### src/rtl/c_pkg.sv
// Shared types for the c_v_stream thermometer-code admission controller.
// Optional build macro used by the top: C_V_STREAM_LEN_EN (length accumulator).
package c_pkg;

    typedef enum logic [1:0] {
        RUN_ONES  = 2'd0,
        RUN_ZEROS = 2'd1,
        FAIL      = 2'd2
    } state_e;

    typedef enum logic [1:0] {
        ONES = 2'd0,
        ZERO = 2'd1,
        PART = 2'd2,
        BAD  = 2'd3
    } beat_cls_e;

    function automatic int len_width(input int max_beats, input int w);
        return $clog2(max_beats * w + 1);
    endfunction

    function automatic int cnt_width(input int max_beats);
        return (max_beats > 1) ? $clog2(max_beats) : 1;
    endfunction

endpackage

### src/rtl/c_v.sv
// Single-beat thermometer classifier: flags a 0*1* beat (1*0* when complemented)
// and the degenerate all-set beat, which is reported separately.
module c_v #(
    parameter int W               = 16,
    parameter int P_IS_COMPLIMENT = 0
) (
    input  logic [W-1:0] i_x,
    output logic         o_is_unary,
    output logic         o_all_set
);

    logic [W-1:0] xp;

    assign xp        = (P_IS_COMPLIMENT != 0) ? ~i_x : i_x;
    assign o_all_set = &xp;
    // Ones contiguous from bit 0 iff adding one clears every set bit.
    assign o_is_unary = ~|(xp & (xp + W'(1))) & ~o_all_set;

endmodule

### src/rtl/c_v_stream.sv
// Multi-beat thermometer-code admission controller, one registered verdict per code.
// Define C_V_STREAM_LEN_EN to build the run-length accumulator; otherwise o_res_len is 0.
module c_v_stream
    import c_pkg::*;
#(
    parameter  int W               = 16,
    parameter  int P_MAX_BEATS     = 8,
    parameter  int P_IS_COMPLIMENT = 0,
    localparam int LW              = len_width(P_MAX_BEATS, W)
) (
    input  logic          clk,
    input  logic          arst_n,
    input  logic          i_vld,
    input  logic [W-1:0]  i_x,
    input  logic          i_last,
    output logic          o_rdy,
    output logic          o_res_vld,
    input  logic          i_res_rdy,
    output logic          o_res_is_unary,
    output logic          o_res_all_set,
    output logic [LW-1:0] o_res_len,
    output logic          o_res_ovf
);

    localparam int CW = cnt_width(P_MAX_BEATS);
    localparam logic [CW-1:0] CNT_MAX = CW'(P_MAX_BEATS - 1);

    state_e        state, state_nxt, state_d;
    beat_cls_e     cls;
    logic [CW-1:0] cnt;
    logic          ovf, ovf_nxt;
    logic [W-1:0]  xp;
    logic          cv_unary, cv_all_set;
    logic          accept, last_acc;

    assign o_rdy    = ~o_res_vld | i_res_rdy;
    assign accept   = i_vld & o_rdy;
    assign last_acc = accept & i_last;
    assign xp       = (P_IS_COMPLIMENT != 0) ? ~i_x : i_x;

    c_v #(
        .W               (W),
        .P_IS_COMPLIMENT (P_IS_COMPLIMENT)
    ) u_c_v (
        .i_x        (i_x),
        .o_is_unary (cv_unary),
        .o_all_set  (cv_all_set)
    );

    always_comb begin
        if (cv_all_set)    cls = ONES;
        else if (~|xp)     cls = ZERO;
        else if (cv_unary) cls = PART;
        else               cls = BAD;
    end

    always_ff @(posedge clk or negedge arst_n) begin
        if (!arst_n) state <= RUN_ONES;
        else         state <= state_d;
    end

    always_comb begin
        state_nxt = state;
        ovf_nxt   = ovf;
        state_d   = state;
        case (state)
            RUN_ONES: begin
                case (cls)
                    ONES:       state_nxt = RUN_ONES;
                    PART, ZERO: state_nxt = RUN_ZEROS;
                    default:    state_nxt = FAIL;
                endcase
            end
            RUN_ZEROS: if (cls != ZERO) state_nxt = FAIL;
            default:   state_nxt = FAIL;
        endcase
        // A non-final beat in the last permitted slot means the code is too long.
        if (!i_last && cnt == CNT_MAX) begin
            state_nxt = FAIL;
            ovf_nxt   = 1'b1;
        end
        if (accept) state_d = i_last ? RUN_ONES : state_nxt;
    end

    always_ff @(posedge clk or negedge arst_n) begin
        if (!arst_n) begin
            cnt <= '0;
            ovf <= 1'b0;
        end else if (accept) begin
            if (i_last) begin
                cnt <= '0;
                ovf <= 1'b0;
            end else begin
                if (cnt != CNT_MAX) cnt <= cnt + 1'b1;
                ovf <= ovf_nxt;
            end
        end
    end

    always_ff @(posedge clk or negedge arst_n) begin
        if (!arst_n) begin
            o_res_vld      <= 1'b0;
            o_res_is_unary <= 1'b0;
            o_res_all_set  <= 1'b0;
            o_res_ovf      <= 1'b0;
        end else if (last_acc) begin
            o_res_vld      <= 1'b1;
            o_res_is_unary <= (state_nxt == RUN_ZEROS);
            o_res_all_set  <= (state_nxt == RUN_ONES);
            o_res_ovf      <= ovf_nxt;
        end else if (i_res_rdy) begin
            o_res_vld <= 1'b0;
        end
    end

`ifdef C_V_STREAM_LEN_EN
    logic [LW-1:0] len, len_nxt, res_len;

    function automatic logic [LW-1:0] trail_ones(input logic [W-1:0] v);
        logic [LW-1:0] n;
        logic          run;
        n   = '0;
        run = 1'b1;
        for (int i = 0; i < W; i++) begin
            if (run && v[i]) n = n + 1'b1;
            else             run = 1'b0;
        end
        return n;
    endfunction

    always_comb begin
        len_nxt = len;
        if (state == RUN_ONES) begin
            if (cls == ONES)      len_nxt = len + LW'(W);
            else if (cls == PART) len_nxt = len + trail_ones(xp);
        end
    end

    always_ff @(posedge clk or negedge arst_n) begin
        if (!arst_n) begin
            len     <= '0;
            res_len <= '0;
        end else if (accept) begin
            len <= i_last ? '0 : len_nxt;
            if (i_last) res_len <= (state_nxt == FAIL) ? '0 : len_nxt;
        end
    end

    assign o_res_len = res_len;
`else
    assign o_res_len = '0;
`endif

endmodule

### config.mk
export PLATFORM = sky130hd
export DESIGN_NAME = c_v_stream
export DESIGN_NICKNAME = d
export VERILOG_FILES = /design/src/rtl/c_pkg.sv /design/src/rtl/c_v.sv /design/src/rtl/c_v_stream.sv
export SDC_FILE = /design/constraint.sdc
export NUM_CORES = 1
export LEC_CHECK = 0
export ABC_AREA = 1
export BUFFER_PORTS_ARGS = -buffer_cell sky130_fd_sc_hd__buf_2
export CAP_MARGIN = 20
export CORE_UTILIZATION = 48
export DETAILED_ROUTE_END_ITERATION = 10
export PLACE_DENSITY = 0.85
export SYNTH_ARGS = -nofsm -noshare
export SYNTH_HDL_FRONTEND = slang
export SYNTH_HIERARCHICAL = 1
export SYNTH_SLANG_ARGS = --single-unit
### constraint.sdc
create_clock -name clk -period 1.65 [get_ports clk]
set_input_delay 0.2475 -clock clk [delete_from_list [all_inputs] [get_ports clk]]
set_output_delay 0.2475 -clock clk [all_outputs]
set_load 0.01 [all_outputs]
==> results.md, run 1 <==
- Result of the run: complete, but fails checks
- Failing checks: negative setup slack
- Total die area: ~0.0021 mm²
- Clock Tree Buf Depth: 2
- Total of warnings raised by yosys: 6
- Worst Min Path Start: i_res_rdy
- Latest clock arrival within the worst-skew pair: approximately 0.28 ns
- Unrepaired setup endpoints after global routing: true
- First-pass GRT wire length: between 3 and 4 mm
- Clock-pin slew of the registers on the worst-case setup and hold paths: about 0.07 ns
- Routability congestion estimate: about 0.90
- Kind of cell with the highest combined delay on the critical path: simple AND/OR/NAND/NOR gates
- Number of nets in the finished design: 210
- Startpoint class of the critical path: primary input
- Number of distinct library cells after synthesis: 27
- Final-layout fill cell count: approximately 150
- Max-cap violation count: 0
- Cell with the largest stage delay on the worst path: ha_4
- Pins Over Slew Limit: 0
- Required time of the critical path: between 1.5 and 2 ns
- HPWL after DPL: approximately 1.8 mm
- Final Total Pwr: 0.0007077 W
- Sequential cell area fraction in the yosys report: 26.85%
- Port Buffers: 25
- Worst slack after detailed placement: -0.2737 ns
- Critical path, cell by cell: buf_4 -> nand2_1 -> nor2_1 -> nand2_1 -> nand2_1 -> nand2_1 -> inv_2 -> nand2_2 -> nor2_2 -> nand2_1 -> nor2_2 -> a21oi_2 -> ha_4 -> nand2_4 -> nand2_2 -> nand2_2 -> nand2_1 -> nand2_1
- Die extent in y: between 40 and 50 µm
- Routed vias: between 1,000 and 1,500
- Worst hold stages: 4
- Layout-stage area growth over the synthesis result: 40.94%
- Number of optimization iterations in the first detailed-route pass: 4
- Post-layout instance count excluding filler cells: 210
- Number of hold-slack violations in the final timing report: 0
- Achievable clock frequency: around 600 MHz
- Static Leak: about 0.7 nW
- Worst Hold End: o_res_vld
- Routed wire length: about 2.6 mm
- Commonest register cell after synthesis: dfrtp_1
- Mean Syn Cell Area: approximately 6.5 µm²
- Crit path DAT: 1.84 ns
- Final period util: 101.2%
- Hold WC Path Type: primary input to flop
- DR DRC count: 0
- Startpoint of the worst-slack reg-to-reg timing path: cnt[0]
- Number of instances in the synthesized netlist: around 140
- Die X-Extent: approximately 46 µm
- Clk root buf: clkbuf_4
- Capturing element type of the critical path: flop
- Combined buffer and inverter count along the critical path: 2
- CP most frequent cell: nand2_1
- Effective utilization at floorplan: 52.84%
- Reg-to-reg setup timing slack: 0.17 ns
- Number of buffers added by the clock tree synthesis step: 3
- Post-DRT Antenna Nets: 0
- Global-route total usage across every layer: between 20 and 30%
- Clock H-tree levels: 1
- TritonCTS clock tree: built
- Asr flop ratio synth: between 90% and 100%
- Final setup viols: 2
- Clock sink count: 10
- Worst hold slack: between 0.2 and 0.3 ns
- Maximum net fanout on the critical path: 5
- Worst Path Class, Setup: primary input to flop
- Power density relative to cell area: between 500 and 600 mW/mm²
- Core area: 0.001764 mm²
- PnR worst setup slack: -0.01945 ns
- Vias per inst: 5.081
- Total overflow reported by the global router: 0
- Clock period minus worst slack: 1.669 ns
- Clock skew after layout: roughly 0.010 ns
- Summed negative setup slack over all endpoints: -0.03482 ns
- Routed wirelength normalized by instance count: about 12 µm
- Largest net degree at the start of global routing: 11
- Peak supply drop: ~0.00055 V
- Cell count after placement: around 210
- Most common cell after layout, fill and taps aside: nand2_1
- Top-level port count: 34
- Post-synth EDFFs: 0
- Synthesis-stage register bit count: 10
- Drt first-iter violations: 34
- Commonest non-fill, non-tap cells in the layout: nand2_1 (44), buf_2 (19), nor2_1 (17)
- Max stage delay on crit path: roughly 0.27 ns
- Layout cells sized above 1: between 40% and 50%
- Total standard cell area after synthesis: about 930 µm²
- Core Rows: 15
- Worst Reg2Reg Path Length in Cells: 7
- Initial antenna violation count: 0
- Diodes inserted: 0
- Via count of the first global-routing pass: ~950
- Critical R2R Capture: cnt[1]
-- stage by stage --
step,instance area [µm²],utilization [%]
floorplan,958.4,-
global placement,1152,65.32
detailed placement,1152,65.32
CTS,1199,67.94
global route,1314,74.47
finish,1314,74.47
-- registers in the layout, summed over array words and instances (netlist names) --
register	cells
cnt	3
state	2
ovf	1
o_res_vld	1
o_res_all_set	1
o_res_is_unary	1
o_res_ovf	1
-- tightest hold or removal path, delay by kind of cell --
| kind | cells | cell delay [ns] |
|---|---|---|
| buffers and inverters | 2 | 0.13 |
| AND/OR/NAND/NOR | 2 | 0.13 |
-- where the power goes --
| group | internal (W) | switching (W) | total (W) |
|---|---|---|---|
| combinational | 0.0000918 | 0.000115 | 0.000206 |
| sequential | 0.000263 | 0.0000153 | 0.000279 |
| clock | 0.000134 | 0.0000886 | 0.000223 |
| total | 0.000489 | 0.000218 | 0.000708 |
-- routing by layer --
layer	share of wire, %	GRT usage [%]	routed length, µm
met5	0	0	0
met4	1.2	10.00	30
met2	54	41.41	1376
met1	40	32.20	1031
met3	4.8	4.706	124
-- final cells by class --
class	count	area [µm²]	share of cell area [%]
Clock buffer	4	36.28	2.762
Inverter	13	48.80	3.714
Multi-Input combinational cell	119	669.4	50.95
Timing Repair Buffer	39	277.8	21.14
Tap cell	25	31.28	2.381
Sequential cell	10	250.2	19.05
-- worst max path at each step --
stage | startpoint | endpoint | depth (start not counted)
after detailed placement | i_x[3] | o_res_all_set | 14
final | i_x[6] | o_res_all_set | 18
after global routing | i_x[6] | o_res_all_set | 18
after floorplan | i_x[1] | state[0] | 13
after CTS | i_x[3] | o_res_all_set | 14
after global placement | i_x[6] | o_res_all_set | 16
-- timing repair --
item | 4_1_cts | 5_1_grt
endpoints found under the setup margin | 0 | 4
hold buffers | 1 | 0
hold endpoints to repair | 10 | 0
resized for setup | 0 | 34
setup buffers | 0 | 0
-- cell usage after synthesis, types with 2 or more instances --
| cell | count | area share [%] |
|---|---|---|
| a32o_1 | 2 | 2.1 |
| inv_1 | 9 | 3.6 |
| nand3_1 | 6 | 3.2 |
| nand2_1 | 51 | 21 |
| nand4_1 | 4 | 2.7 |
| o21ai_1 | 2 | 1.1 |
| a21oi_1 | 3 | 1.6 |
| nand2_4 | 2 | 2.4 |
| o21ai_0 | 3 | 1.6 |
| nor2_1 | 19 | 7.7 |
| inv_2 | 3 | 1.2 |
| nor2_2 | 5 | 3.4 |
| buf_4 | 8 | 6.4 |
| ha_1 | 3 | 4.0 |
| nand2_2 | 2 | 1.3 |
| dfrtp_1 | 10 | 27 |
-- cell families (layout without fill, tap and decap cells) --
family          count (synthesis)  count (layout)  share of synthesized area, %
compound gates                 12              12                         8.188
fa+ha+maj                       3               3                         4.027
buf+inv                        21              56                         11.68
flops                          10              10                         26.85
mux                             1               1                         1.208
other cells                     1               8                        0.4023
simple gates                   95              95                         47.65
No activity file was read; power rests on OpenSTA's default activity.
==> inputs of run 2 (changes only) <==
CORE_UTILIZATION = 44   (was 48)
PLACE_DENSITY = 0.82   (was 0.85)
clock period = 1.4 ns   (was 1.65 ns; I/O delays follow)
==> results.md, run 2 (synthesized netlist as in run 1, its figures left out) <==
- Most common cell after layout, fill and taps aside: nand2_1
- Register with the most flip-flops: cnt
- Vias per inst: 5.018 (-1.2%)
- Worst Hold End: o_res_vld
- Effective utilization at floorplan: 47.03% (-5.8 points)
- Total overflow reported by the global router: 0 (unchanged)
- Diodes inserted: 0 (unchanged)
- Clock Tree Buf Depth: 2 (unchanged)
- Number of buffers added by the clock tree synthesis step: 3 (unchanged)
- Required time of the critical path: 1.57 ns (-0.25 ns)
- Number of nets in the finished design: 215 (+2.4%)
- Reg-to-reg setup timing slack: 0.04 ns (-0.13 ns)
- Cell with the largest stage delay on the worst path: ha_4
- Worst hold stages: 4 (unchanged)
- Die X-Extent: 48.03 µm (+4.3%)
- Critical path, cell by cell: buf_12 -> nand2_8 -> nor2_4 -> buf_4 -> nand4_1 -> nor2_2 -> nor2_1 -> nand2_1 -> nor2_2 -> a21oi_2 -> ha_4 -> nand2_4 -> nand2_4 -> nand2_4 -> o21ai_2
- Initial antenna violation count: 0 (unchanged)
- Max-cap violation count: 0 (unchanged)
- TritonCTS clock tree: built
- Clock sink count: 10 (unchanged)
- Die extent in y: 48.03 µm (+4.3%)
- Static Leak: 0.7321 nW (+2.6%)
- Core area: 0.001982 mm² (+12%)
- Fraction of the core area covered by cells at the end of the flow: 69.51% (-5.0 points)
- Via count of the first global-routing pass: 927 (-2.0%)
- Result of the run: complete, but fails checks
- Clock-pin slew of the registers on the worst-case setup and hold paths: 0.07 ns (about the same)
- HPWL after DPL: 1.829 mm (-0.25%)
- Commonest non-fill, non-tap cells in the layout: nand2_1 (44), buf_2 (21), nor2_1 (18), buf_4 (18), dfrtp_1 (10)
- Unrepaired setup endpoints after global routing: true
- Global-route total usage across every layer: 23.42% (-1.7 points)
- Max reg flops: 3 (unchanged)
- Summed negative setup slack over all endpoints: -0.7200 ns (-0.6852 ns)
- Total die area: 0.002306 mm² (+8.7%)
- Placed inst area: 0.001196 mm² (+3.8%)
- Startpoint of the worst-slack reg-to-reg timing path: cnt[0]
- Clk root buf: clkbuf_4
- Peak supply drop: 0.0006428 V (+17%)
- Total non-filler cell area in the finished layout: 0.001378 mm² (+4.9%)
- Worst Path Class, Setup: primary input to flop
- Clock H-tree levels: 1 (unchanged)
- Power density relative to cell area: 618.3 mW/mm² (+15%)
- DR DRC count: 0 (unchanged)
- Routed wire length: 2.659 mm (+3.7%)
- Pins Over Slew Limit: 0 (unchanged)
- Clock period minus worst slack: between 1.5 and 2 ns
- Routed wirelength normalized by instance count: 12.25 µm (+0.40%)
- Number of hold-slack violations in the final timing report: 0 (unchanged)
- Layout cells sized above 1: 42.11% (+1.0 points)
- Hold WC Path Type: primary input to flop
- Drt first-iter violations: 42 (+24%)
- Layout-stage area growth over the synthesis result: 47.79%
- Capturing element type of the critical path: flop
- CP most frequent cell: nand2_4
- Largest net degree at the start of global routing: 11 (unchanged)
- First-pass GRT wire length: 3.712 mm (-4.4%)
- Worst Reg2Reg Path Length in Cells: 7 (unchanged)
- Max stage delay on crit path: 0.23 ns (-0.04 ns)
- Worst Min Path Start: i_res_rdy
- Routed vias: 1,089 (+2.1%)
- Top-level port count: 34 (unchanged)
- Post-DRT Antenna Nets: 0 (unchanged)
- Achievable clock frequency: around 630 MHz
- Failing checks: negative setup slack
- Latest clock arrival within the worst-skew pair: 0.28 ns (about the same)
- Crit path DAT: 1.77 ns (-0.07 ns)
- Clock skew after layout: 0.007256 ns (-0.002960 ns)
- Startpoint class of the critical path: primary input
- Final setup viols: 4 (+2)
- Final period util: 113.9%
- PnR worst setup slack: -0.1951 ns (-0.1756 ns)
- Critical R2R Capture: cnt[1]
- Worst hold slack: 0.2221 ns (-0.05005 ns)
- Port Buffers: 25 (unchanged)
- Number of optimization iterations in the first detailed-route pass: 4 (unchanged)
- Core Rows: 16 (+1)
- Regs by FF count: cnt x3, state x2
- Routability congestion estimate: 0.7983 (-11%)
- Worst slack after detailed placement: -0.4827 ns (-0.2090 ns)
- Maximum net fanout on the critical path: 5 (unchanged)
==> run 2: cell types whose count changed in the layout (fill, tap and decap cells not counted), sizes merged <==
cell	change
clkinv	+1
buf	+5
inv	-1
==> run 2: final cells by class <==
class	instances	area, µm²
clock buffers	4	36.28
fillers	153	604.3
inverters	13	48.80
multi-input cells	119	695.7
flip-flops and latches	10	250.2
well taps	27	33.78
repair buffers	44	312.8
==> run 2: worst max-delay path by stage <==
| stage | cells past startpoint | slack, ns | endpoint | from |
|---|---|---|---|---|
| 6_report | 15 | -0.20 | state[0] | i_x[3] |
| 5_1_grt | 16 | -0.31 | o_res_all_set | i_x[3] |
| 4_1_cts | 18 | -0.08 | o_res_all_set | i_x[1] |
| 3_5_place_dp | 18 | -0.48 | o_res_all_set | i_x[2] |
| 3_3_place_gp | 17 | -0.41 | o_res_is_unary | i_x[3] |
| 2_1_floorplan | 17 | -0.12 | o_res_all_set | i_x[2] |
==> run 2: routing by layer <==
layer,wire length (µm),vias up,track usage (%)
met4,40,0,8.333
met2,1459,54,42.43
met5,0,-,0
met1,977,492,25.96
met3,181,6,6.415
li1,-,537,-
==> run 2: power by group <==
part	switching, W	internal [W]	total [W]
Sequential	0.0000161	0.000310	0.000326
Combinational	0.000139	0.000121	0.000260
Clock	0.000107	0.000158	0.000265
Total	0.000262	0.000589	0.000852
==> run 2: worst max-delay path: cells and delay by family <==
| kind | cells | cell delay, ns |
|---|---|---|
| simple gates | 10 | 0.85 |
| compound gates | 2 | 0.25 |
| fa+ha+maj | 1 | 0.23 |
| buf+inv | 2 | 0.23 |
==> run 2: through the flow <==
stage	instances	power [W]
floorplan	150	0.0004537
global placement	209	0.0005389
detailed placement	209	0.0005539
CTS	214	0.0008304
global route	217	0.0009139
finish	217	0.0008517
==> run 2: timing repair <==
item                                    in CTS  in global routing
resized for setup                           18                 15
setup buffers                                0                  3
hold endpoints to repair                    10                  0
hold buffers                                 1                  0
pin swaps                                   10                 15
endpoints found under the setup margin       6                  6
==> inputs of run 3 (changes only) <==
CORE_UTILIZATION = 48   (was 44)
PLACE_DENSITY = 0.85   (was 0.82)
clock period = 1.78 ns   (was 1.4 ns; I/O delays follow)
==> results.md, run 3 (synthesized netlist as in run 1, its figures left out) <==
- Die extent in y: 46.07 µm (-4.1%)
- Register with the most flip-flops: cnt
- Critical path, cell by cell: buf_4 -> nand2_4 -> nor2_4 -> nand2_1 -> nand2_1 -> nand2_1 -> clkinv_1 -> nand2_1 -> nor2_1 -> nand2_1 -> nor2_2 -> a21oi_1 -> ha_1 -> nand2_2 -> nand2_1 -> nand2_1 -> nand2_1 -> nand2_1
- HPWL after DPL: 1.737 mm (-5.0%)
- Post-CTS setup repair buffer count: 0 (unchanged)
- Via count of the first global-routing pass: 908 (-2.0%)
- Startpoint class of the critical path: primary input
- Relative contribution of combinational cells to total power: 24.9% (-5.6 points)
- CP most frequent cell: nand2_1
- Effective utilization at floorplan: 52.84% (+5.8 points)
- Clock Tree Buf Depth: 2 (unchanged)
- Final setup viols: 0 (-4)
- Layout cells sized above 1: 29.55% (-13 points)
- Met2 Routed Length: 1.148 mm (-21%)
- Routability congestion estimate: 0.8968 (+12%)
- First-pass GRT wire length: 3.429 mm (-7.6%)
- Total die area: 0.002122 mm² (-8.0%)
- Number of buffers added by the clock tree synthesis step: 3 (unchanged)
- Startpoint of the most critical setup path: i_x[3]
- Largest net degree at the start of global routing: 11 (unchanged)
- Clk root buf: clkbuf_4
- Drt first-iter violations: 29 (-31%)
- Routed wirelength normalized by instance count: 10.88 µm (-11%)
- Hold WC Path Type: primary input to flop
- Static Leak: 0.6395 nW (-13%)
- Achievable clock frequency: 594.5 MHz
- Most common cell after layout, fill and taps aside: nand2_1
- Placed inst area: 0.001085 mm² (-9.3%)
- Regs by FF count: cnt x3, state x2
- Combined buffer and inverter count along the critical path: 2 (unchanged)
- Final period util: a little over nine tenths
- Core Rows: 15 (-1)
- Number of optimization iterations in the first detailed-route pass: 4 (unchanged)
- Clock H-tree levels: 1 (unchanged)
- Worst Path Class, Setup: primary input to flop
- DR DRC count: 0 (unchanged)
- Pins Over Slew Limit: 0 (unchanged)
- Total non-filler cell area in the finished layout: 0.001149 mm² (-17%)
- Post-DRT Antenna Nets: 0 (unchanged)
- Startpoint of the worst-slack reg-to-reg timing path: cnt[0]
- Fraction of the core area covered by cells at the end of the flow: 65.11% (-4.4 points)
- TritonCTS clock tree: built
- Power density relative to cell area: 549.7 mW/mm² (-11%)
- Max stage delay on crit path: 0.28 ns (+0.05 ns)
- Top routing layer in use: met4
- Total overflow reported by the global router: 0 (unchanged)
- Routed wire length: 2.186 mm (-18%)
- Detailed route wirelength on metal3: 146 µm (-19%)
- Final-layout fill cell count: 173 (+13%)
- Vias per inst: 5.025 (+0.13%)
- Metal-1 WL: 821 µm (-16%)
- Initial antenna violation count: 0 (unchanged)
- Required time of the critical path: 1.95 ns (+0.38 ns)
- Diodes inserted: 0 (unchanged)
- Layout-stage area growth over the synthesis result: 23.22%
- Number of hold-slack violations in the final timing report: 0 (unchanged)
- Clock sink count: 10 (unchanged)
- Cell internal power dissipation: 0.0004319 W (-27%)
- Worst Min Path Start: i_res_rdy
- Net switching share of the total power: 31.58% (+0.80 points)
- Fraction of power consumed by sequential logic: 40.7% (+2.4 points)
- Top-level port count: 34 (unchanged)
- Clock period minus worst slack: between 1.5 and 2 ns
- Result of the run: completed
- Die X-Extent: 46.07 µm (-4.1%)
- Power spent charging and discharging nets: 0.0001994 W (-24%)
- Max-cap violation count: 0 (unchanged)
- Port Buffers: 25 (unchanged)
- Latest clock arrival within the worst-skew pair: 0.28 ns (about the same)
- Routed vias: 1,010 (-7.3%)
- Crit path DAT: 1.85 ns (+0.08 ns)
- Cell with the largest stage delay on the worst path: ha_1
- Clock-pin slew of the registers on the worst-case setup and hold paths: 0.07 ns (about the same)
- Peak supply drop: 0.0002330 V (-64%)
- Maximum net fanout on the critical path: 6 (+1)
- Global-route total usage across every layer: 21.95% (-1.5 points)
- Max reg flops: 3 (unchanged)
- Number of nets in the finished design: 201 (-6.5%)
- Kind of cell with the highest combined delay on the critical path: simple AND/OR/NAND/NOR gates
- Core area: 0.001764 mm² (-11%)
- Capturing element type of the critical path: flop
- Commonest non-fill, non-tap cells in the layout: nand2_1 (49), buf_2 (23), nor2_1 (19)
- Clock skew after layout: 0.007467 ns (+0.0002108 ns)
- Clock share of power: 34.3% (+3.1 points)
run 3: changes by cell type in the layout (fill, tap and decap cells not counted), moves of 3 or more:
cell,previous run,this run
buf_4,18,6
nand2_1,44,49
ha_1,0,3
nand2_4,6,3
run 3: worst reg2reg max path: cells and delay by family, from the launching register on:
family                     cells  cell delay [ns]
and+or+nand+nor                2             0.22
DFF                            1             0.40
adders and majority gates      2             0.41
buffers and inverters          2             0.11
AOI/OAI and AO/OA              1             0.21
run 3: path summary, 6_finish.rpt:
path                            cells after the start       endpoint  slack [ns]
worst max-delay path                               18  o_res_all_set         0.1
worst min-delay path                                4      o_res_vld        0.29
worst max register to register                      7         cnt[1]        0.32
worst min register to register                      1      o_res_ovf        0.49
max in group asynchronous                           2         cnt[1]        1.21
min in group asynchronous                           2       state[0]        0.38
run 3: repair_timing:
action	CTS	global route
hold buffers	1	0
endpoints found under the setup margin	0	3
hold endpoints to repair	10	0
resized for setup	0	6
run 3: cell type report:
type / instances / area, µm² / area share, %
multi-input cells: 119 / 611.8 / 53.27
clock buffers: 4 / 36.28 / 3.159
repair buffers: 30 / 170.2 / 14.81
inverters: 13 / 48.80 / 4.248
well taps: 25 / 31.28 / 2.723
flip-flops and latches: 10 / 250.2 / 21.79
run 3: stage by stage:
step	TNS [ns]	hold WS (ns)	setup slack [ns]	std cells	total power, W
floorplan	0	-0.02859	0.1361	150	0.0003538
detailed placement	-0.3917	0.1375	-0.1283	196	0.0004119
global route	-0.02734	0.3110	-0.02734	201	0.0006605
global placement	-0.1403	0.1322	-0.04663	196	0.0004016
CTS	0	0.2951	0.1305	201	0.0006262
finish	0	0.2947	0.09803	201	0.0006314
run 3: power groups by stage:
stage / combinational [W] / sequential, W / clock (W)
final: 0.000157 / 0.000257 / 0.000217
after global routing: 0.000177 / 0.000259 / 0.000225
after CTS: 0.000153 / 0.000257 / 0.000217
after detailed placement: 0.000150 / 0.000262 / 0
after global placement: 0.000142 / 0.000260 / 0
after floorplan: 0.0000944 / 0.000259 / 0
run 3: layer usage:
metal	up-vias	GRT usage, %
met5	-	0
met4	0	8.235
met3	11	1.176
met2	57	41.41
met1	432	25.54
li1	510	-
